--- config.mk ---
export PLATFORM = sky130hd
export DESIGN_NAME = vga_pixel_pipeline
export DESIGN_NICKNAME = d
export VERILOG_FILES = /design/src/rtl/vga_pixel_pipeline.sv
export SDC_FILE = /design/constraint.sdc
export NUM_CORES = 1
export LEC_CHECK = 0
export ABC_AREA = 1
export BUFFER_PORTS_ARGS = -buffer_cell sky130_fd_sc_hd__buf_4
export CORE_MARGIN = 5
export CORE_UTILIZATION = 48
export CTS_CLUSTER_SIZE = 28
export DETAILED_ROUTE_END_ITERATION = 7
export GPL_ROUTABILITY_DRIVEN = 0
export PLACE_DENSITY_LB_ADDON = 0.08
export SYNTH_ARGS = -nofsm -noshare
export SYNTH_HDL_FRONTEND = slang
export SYNTH_SLANG_ARGS = --single-unit
--- constraint.sdc ---
create_clock -name clk -period 1.5 [get_ports clk]
set_input_delay 0.15 -clock clk [delete_from_list [all_inputs] [get_ports clk]]
set_output_delay 0.15 -clock clk [all_outputs]
set_load 0.005 [all_outputs]
--- src/rtl/vga_pixel_pipeline.sv ---
`default_nettype none
// +--------------------------------------------------------------------------+
// | vga_pixel_pipeline: VGA timing, pixel-source realignment, test patterns  |
// | Revision 1.0                                                             |
// +--------------------------------------------------------------------------+
module vga_pixel_pipeline #(
   parameter int CLK_DIV  = 4,
   parameter int COLOR_W  = 4,
   parameter int H_ACTIVE = 640,
   parameter int H_FP     = 16,
   parameter int H_SYNC   = 96,
   parameter int H_BP     = 48,
   parameter int V_ACTIVE = 480,
   parameter int V_FP     = 10,
   parameter int V_SYNC   = 2,
   parameter int V_BP     = 33,
   parameter int SYNC_POL = 0,
   parameter int PIPE_LAT = 2,
   localparam int c_H_TOTAL = H_ACTIVE + H_FP + H_SYNC + H_BP,
   localparam int c_V_TOTAL = V_ACTIVE + V_FP + V_SYNC + V_BP,
   localparam int c_X_W     = $clog2(c_H_TOTAL),
   localparam int c_Y_W     = $clog2(c_V_TOTAL)
) (
   input  logic               clk,
   input  logic               reset,
   input  logic [1:0]         mode,
   input  logic [COLOR_W-1:0] in_r,
   input  logic [COLOR_W-1:0] in_g,
   input  logic [COLOR_W-1:0] in_b,
   output logic               pix_en,
   output logic [c_X_W-1:0]   pixel_x,
   output logic [c_Y_W-1:0]   pixel_y,
   output logic               pixel_req,
   output logic               frame_start,
   output logic [COLOR_W-1:0] vga_r,
   output logic [COLOR_W-1:0] vga_g,
   output logic [COLOR_W-1:0] vga_b,
   output logic               h_sync,
   output logic               v_sync
);

   localparam int   c_DIV_W     = (CLK_DIV > 1) ? $clog2(CLK_DIV) : 1;
   localparam int   c_BAR_W     = H_ACTIVE / 8;
   localparam logic c_SYNC_IDLE = (SYNC_POL == 0) ? 1'b1 : 1'b0;
   localparam logic c_SYNC_ACT  = ~c_SYNC_IDLE;

   logic               w_pix_en;
   logic [c_X_W-1:0]   r_h_cnt;
   logic [c_Y_W-1:0]   r_v_cnt;
   logic [31:0]        w_h32;
   logic [31:0]        w_v32;
   logic               w_hs_raw;
   logic               w_vs_raw;
   logic               w_req;
   logic [2:0]         w_bar_idx;
   logic [5:0]         w_raw;
   logic [5:0]         w_dly;
   logic               w_frame_start;
   logic [1:0]         r_mode_q;
   logic [COLOR_W-1:0] w_r, w_g, w_b;
   logic [COLOR_W-1:0] r_vga_r, r_vga_g, r_vga_b;
   logic               r_h_sync, r_v_sync;

   generate
      if (CLK_DIV > 1) begin : g_div
         logic [c_DIV_W-1:0] r_div_cnt;
         always_ff @(posedge clk or negedge reset) begin
            if (!reset)
               r_div_cnt <= '0;
            else if (r_div_cnt == c_DIV_W'(CLK_DIV - 1))
               r_div_cnt <= '0;
            else
               r_div_cnt <= r_div_cnt + c_DIV_W'(1);
         end
         assign w_pix_en = (r_div_cnt == c_DIV_W'(CLK_DIV - 1));
      end else begin : g_nodiv
         assign w_pix_en = 1'b1;
      end
   endgenerate

   always_ff @(posedge clk or negedge reset) begin
      if (!reset) begin
         r_h_cnt <= '0;
         r_v_cnt <= '0;
      end else if (w_pix_en) begin
         if (r_h_cnt == c_X_W'(c_H_TOTAL - 1)) begin
            r_h_cnt <= '0;
            if (r_v_cnt == c_Y_W'(c_V_TOTAL - 1))
               r_v_cnt <= '0;
            else
               r_v_cnt <= r_v_cnt + c_Y_W'(1);
         end else begin
            r_h_cnt <= r_h_cnt + c_X_W'(1);
         end
      end
   end

   assign w_h32    = 32'(r_h_cnt);
   assign w_v32    = 32'(r_v_cnt);
   assign w_req    = (w_h32 < 32'(H_ACTIVE)) && (w_v32 < 32'(V_ACTIVE));
   assign w_hs_raw = (w_h32 >= 32'(H_ACTIVE + H_FP)) && (w_h32 < 32'(H_ACTIVE + H_FP + H_SYNC));
   assign w_vs_raw = (w_v32 >= 32'(V_ACTIVE + V_FP)) && (w_v32 < 32'(V_ACTIVE + V_FP + V_SYNC));

   // Threshold ladder instead of a divider; index is only meaningful while active.
   always_comb begin
      w_bar_idx = 3'd0;
      for (int k = 1; k < 8; k++) begin
         if (w_h32 >= 32'(k * c_BAR_W))
            w_bar_idx = 3'(k);
      end
   end

   assign w_raw = {w_bar_idx, w_req, w_vs_raw, w_hs_raw};

   generate
      if (PIPE_LAT == 0) begin : g_nodly
         assign w_dly = w_raw;
      end else begin : g_dly
         logic [5:0] r_dly [PIPE_LAT];
         always_ff @(posedge clk or negedge reset) begin
            if (!reset) begin
               for (int i = 0; i < PIPE_LAT; i++)
                  r_dly[i] <= '0;
            end else if (w_pix_en) begin
               r_dly[0] <= w_raw;
               for (int i = 1; i < PIPE_LAT; i++)
                  r_dly[i] <= r_dly[i-1];
            end
         end
         assign w_dly = r_dly[PIPE_LAT-1];
      end
   endgenerate

   assign w_frame_start = w_pix_en && (r_h_cnt == '0) && (r_v_cnt == '0);

   always_ff @(posedge clk or negedge reset) begin
      if (!reset)
         r_mode_q <= 2'd0;
      else if (w_frame_start)
         r_mode_q <= mode;
   end

   // Bar colour bits: red off for bars 2,3,6,7; green off for 4..7; blue on for even bars.
   always_comb begin
      w_r = '0;
      w_g = '0;
      w_b = '0;
      if (w_dly[2]) begin
         case (r_mode_q)
            2'd0: begin
               w_r = in_r;
               w_g = in_g;
               w_b = in_b;
            end
            2'd1: begin
               w_r = {COLOR_W{1'b1}};
               w_g = {COLOR_W{1'b1}};
               w_b = {COLOR_W{1'b1}};
            end
            2'd2: begin
               w_r = {COLOR_W{~w_dly[4]}};
               w_g = {COLOR_W{~w_dly[5]}};
               w_b = {COLOR_W{~w_dly[3]}};
            end
            default: begin
               w_r = '0;
               w_g = '0;
               w_b = '0;
            end
         endcase
      end
   end

   always_ff @(posedge clk or negedge reset) begin
      if (!reset) begin
         r_vga_r  <= '0;
         r_vga_g  <= '0;
         r_vga_b  <= '0;
         r_h_sync <= c_SYNC_IDLE;
         r_v_sync <= c_SYNC_IDLE;
      end else if (w_pix_en) begin
         r_vga_r  <= w_r;
         r_vga_g  <= w_g;
         r_vga_b  <= w_b;
         r_h_sync <= w_dly[0] ? c_SYNC_ACT : c_SYNC_IDLE;
         r_v_sync <= w_dly[1] ? c_SYNC_ACT : c_SYNC_IDLE;
      end
   end

   assign pix_en      = w_pix_en;
   assign pixel_x     = r_h_cnt;
   assign pixel_y     = r_v_cnt;
   assign pixel_req   = w_req;
   assign frame_start = w_frame_start;
   assign vga_r       = r_vga_r;
   assign vga_g       = r_vga_g;
   assign vga_b       = r_vga_b;
   assign h_sync      = r_h_sync;
   assign v_sync      = r_v_sync;

endmodule
`default_nettype wire

==> results by group <==
Status
  – Outcome: finished, violations left
  – Failing checks: setup timing

Hold path
  – Worst Hold Class: input port to flop
  – Worst hold path stage count: 3

Final layout
  – Diode count: 0
  – Final nets: 440
  – Multi-input logic area: 0.00137 mm²
  – Syn-to-layout area delta: 48.7%
  – Share of cells above drive strength 1: between 40% and 50%
  – Register Area: 0.00125 mm²
  – Layout fillers: about 380

Die
  – Full die area: around 0.0069 mm²
  – Core area: 0.00514 mm²
  – Starting density of the core: 50.0%
  – Die Wd: ~83 µm
  – Die height: 83.2 µm
  – Num rows: 26
  – IO Pins: 53

STA
  – Hold Fails Final Rpt: 0
  – Rel. slew slack: 56.3%
  – Total negative slack: -0.708 ns
  – Final setup fails: 17
  – RSZ-0062 raised after global routing: yes
  – Final Skew: 0.00514 ns
  – Tmin final: around 1.7 ns
  – Worst slew pin tran: roughly 0.65 ns
  – Max-slew violation count: 0
  – Fmax: 575 MHz
  – Final worst slack: -0.240 ns
  – Period utilization: 116%

Logic synthesis
  – Sequential fraction of the synthesis area: 48.8%
  – Unique masters post-synth: 34
  – Cell taking the most area after synthesis: dfrtp_1
  – Synth Instances: about 310
  – Syn avg cell area: 8.19 µm²
  – Top cell type's share of synthesized area: 46.7%
  – Net Count, Synth: 335
  – Ys Warns: 0
  – Synth Cell Area: 0.00257 mm²
  – #FFs+latches synth: 50
  – Largest cells by area after synthesis: dfrtp_1 (47%), nand2_1 (13%), o21ai_0 (5.1%), inv_1 (4.7%), a21oi_1 (3.7%)

Routing
  – Pre-antenna DRT Iters: 4
  – DRT Wirelength: around 7300 µm
  – DR vias: roughly 2500
  – Detailed-route vias per instance: 5.19
  – DRT iter0 DRCs: around 110
  – # DRC: 0
  – WL per Instance: 14.9 µm
  – Routed Antenna Nets: 0

Clock tree
  – CTS tree: done
  – Clock Latency Late Sink: 0.31 ns
  – Num CTS Buffers: 5
  – CTS clock-pin slew for the worst setup and hold paths: around 0.090 ns
  – Root buffer cell: clkbuf_8
  – Htree depth: 2
  – Clock Tree Buf Depth: 2
  – Num Clock Sinks: 50

Global routing
  – Largest net degree at the start of global routing: 51
  – First-pass GRT wire length: between 10000 and 15000 µm
  – Tot GR Track Use: 19.4%
  – Grt ovf: 0
  – Vias in the first global route: around 2400
  – Antenna violations before repair: 0

Pwr
  – Psw: roughly 560 µW
  – Int Pwr: 1960 µW
  – Sequential share of power: 55.5%
  – Clock Power Share: 37.8%
  – Worst VDD drop: 0.558 mV
  – Cell Pwr Density: 660 mW/mm²
  – Logic pwr share: 6.7%
  – Lkg Pwr: approximately 0.002 µW
  – Sw Share: between 20 and 25%

Place
  – Hpwl dp: 4650 µm
  – Place WS: -0.0942 ns
  – PortBufs: 52

Worst setup path
  – Nature of the critical path startpoint: flop
  – Worst EP required: ~1.4 ns
  – CP Max Fanout: 3
  – WS Path Type: flop to primary output
  – FF-to-FF path depth: 8
  – Worst EP arrival: 1.59 ns
  – Critical Path Sink Type: primary output

Job
  – Max_cap viols: 0
==> stage by stage <==
stage | std cells | total power, µW | hold WS, ns | utilization [%] | area [µm²]
2_1_floorplan | 314 | 1480 | -0.146 | - | 2570
3_3_place_gp | 462 | 1590 | 0.216 | 63.1 | 3240
3_5_place_dp | 462 | 1600 | 0.219 | 63.1 | 3240
4_1_cts | 482 | 2550 | 0.0323 | 68.6 | 3520
5_1_grt | 490 | 2610 | 0.0601 | 74.4 | 3820
6_report | 490 | 2520 | 0.0379 | 74.4 | 3820
==> area by class of cell <==
type | count | area share (%)
Clock inverter | 3 | 1.05
Inverter | 36 | 3.93
Tap cell | 70 | 2.29
Multi-Input combinational cell | 219 | 35.9
Sequential cell | 50 | 32.8
Clock buffer | 5 | 1.80
Timing Repair inverter | 1 | 0.229
Timing Repair Buffer | 106 | 22.0
==> sequential cells by signal (all words and copies together) (netlist names) <==
| name | count |
|---|---|
| g_div.r_div_cnt | 2 |
| g_dly.r_dly | 6 |
| h_sync | 1 |
| pixel_x | 10 |
| pixel_y | 10 |
| r_mode_q | 2 |
| v_sync | 1 |
| vga_b | 4 |
| vga_g | 4 |
| vga_r | 4 |
| w_dly | 6 |
==> power groups by stage <==
stage,clock [µW],combinational [µW],sequential [µW]
after CTS,979,172,1400
after detailed placement,0,170,1430
after floorplan,0,49.7,1430
final,954,168,1400
after global routing,1020,192,1400
after global placement,0,167,1430
==> worst max-delay path: stages, from the launching register on <==
cell	delay, ns
dfrtp_1	0.42
inv_2	0.09
ha_4	0.15
nand2_4	0.05
nor4_4	0.25
nand3_2	0.14
inv_2	0.09
buf_6	0.09
==> worst paths after layout <==
check	startpoint	end	slack, ns
min in group asynchronous	reset	w_dly[3]	0.40
max reg2reg	pixel_y[0]	pixel_y[3]	-0.07
min	mode[1]	r_mode_q[1]	0.04
max in group asynchronous	reset	pixel_x[8]	0.63
min reg2reg	w_dly[0]	h_sync	0.44
max	pixel_x[1]	frame_start	-0.24
==> Yosys cell counts <==
| library cell | number |
|---|---|
| nand2_1 | 86 |
| dfrtp_1 | 48 |
| inv_1 | 32 |
| o21ai_0 | 26 |
| nor2_1 | 20 |
| a21oi_1 | 19 |
| nand3_1 | 17 |
| nor3_1 | 10 |
| ha_1 | 5 |
| nand4_1 | 5 |
| o21ai_2 | 5 |
| a31oi_1 | 4 |
| clkbuf_1 | 4 |
| nand2_2 | 4 |
| nor4_1 | 3 |
| xor2_1 | 3 |
| buf_2 | 2 |
| buf_6 | 2 |
| dfstp_2 | 2 |
| inv_2 | 2 |
| nand3_2 | 2 |
| a211oi_2 | 1 |
| a22o_1 | 1 |
| buf_12 | 1 |
| clkinv_1 | 1 |
| clkinv_4 | 1 |
| nand2_4 | 1 |
| nand3b_1 | 1 |
| nor2_2 | 1 |
| nor2_4 | 1 |
| nor3_2 | 1 |
| nor3_4 | 1 |
| o41ai_1 | 1 |
| or2_2 | 1 |
==> logic make-up after synthesis <==
kind of cell | after synthesis | synth area share [%]
AND/OR/NAND/NOR | 154 | 27.1
AO/OA/AOI/OAI | 57 | 12.6
flip-flops | 50 | 48.8
buffers and inverters | 45 | 8.08
adder cells (fa/ha/maj) | 5 | 2.43
XOR/XNOR | 3 | 1.02
==> metal layers <==
layer | part of all wire (%) | global-route usage (%) | wire length, µm
met1 | 45 | 26.3 | 3260
met2 | 47 | 30.5 | 3410
met3 | 6.5 | 4.55 | 472
met4 | 2.1 | 6.54 | 152
met5 | 0 | 0 | 0
==> what timing repair did <==
action | CTS | global route
hold buffers | 1 | 0
setup endpoints to repair | 19 | 30
setup buffers | 11 | 15
gates resized for setup | 17 | 67
gates cloned | 0 | 1
pin swaps | 6 | 28
hold endpoints to repair | 48 | 0
==> cell usage in the layout (no fill, tap or decap), types with 7 or more instances in the layout <==
master and instances:
buf_6 9, buf_4 95, nand2_2 8, inv_2 8, inv_1 25, nand3_1 13, nand2_1 74, nand2_4 9
nor2_1 16, o21ai_0 20, dfrtp_1 47, o21ai_2 7, a21oi_1 17
(Power assumes the default switching activity.)
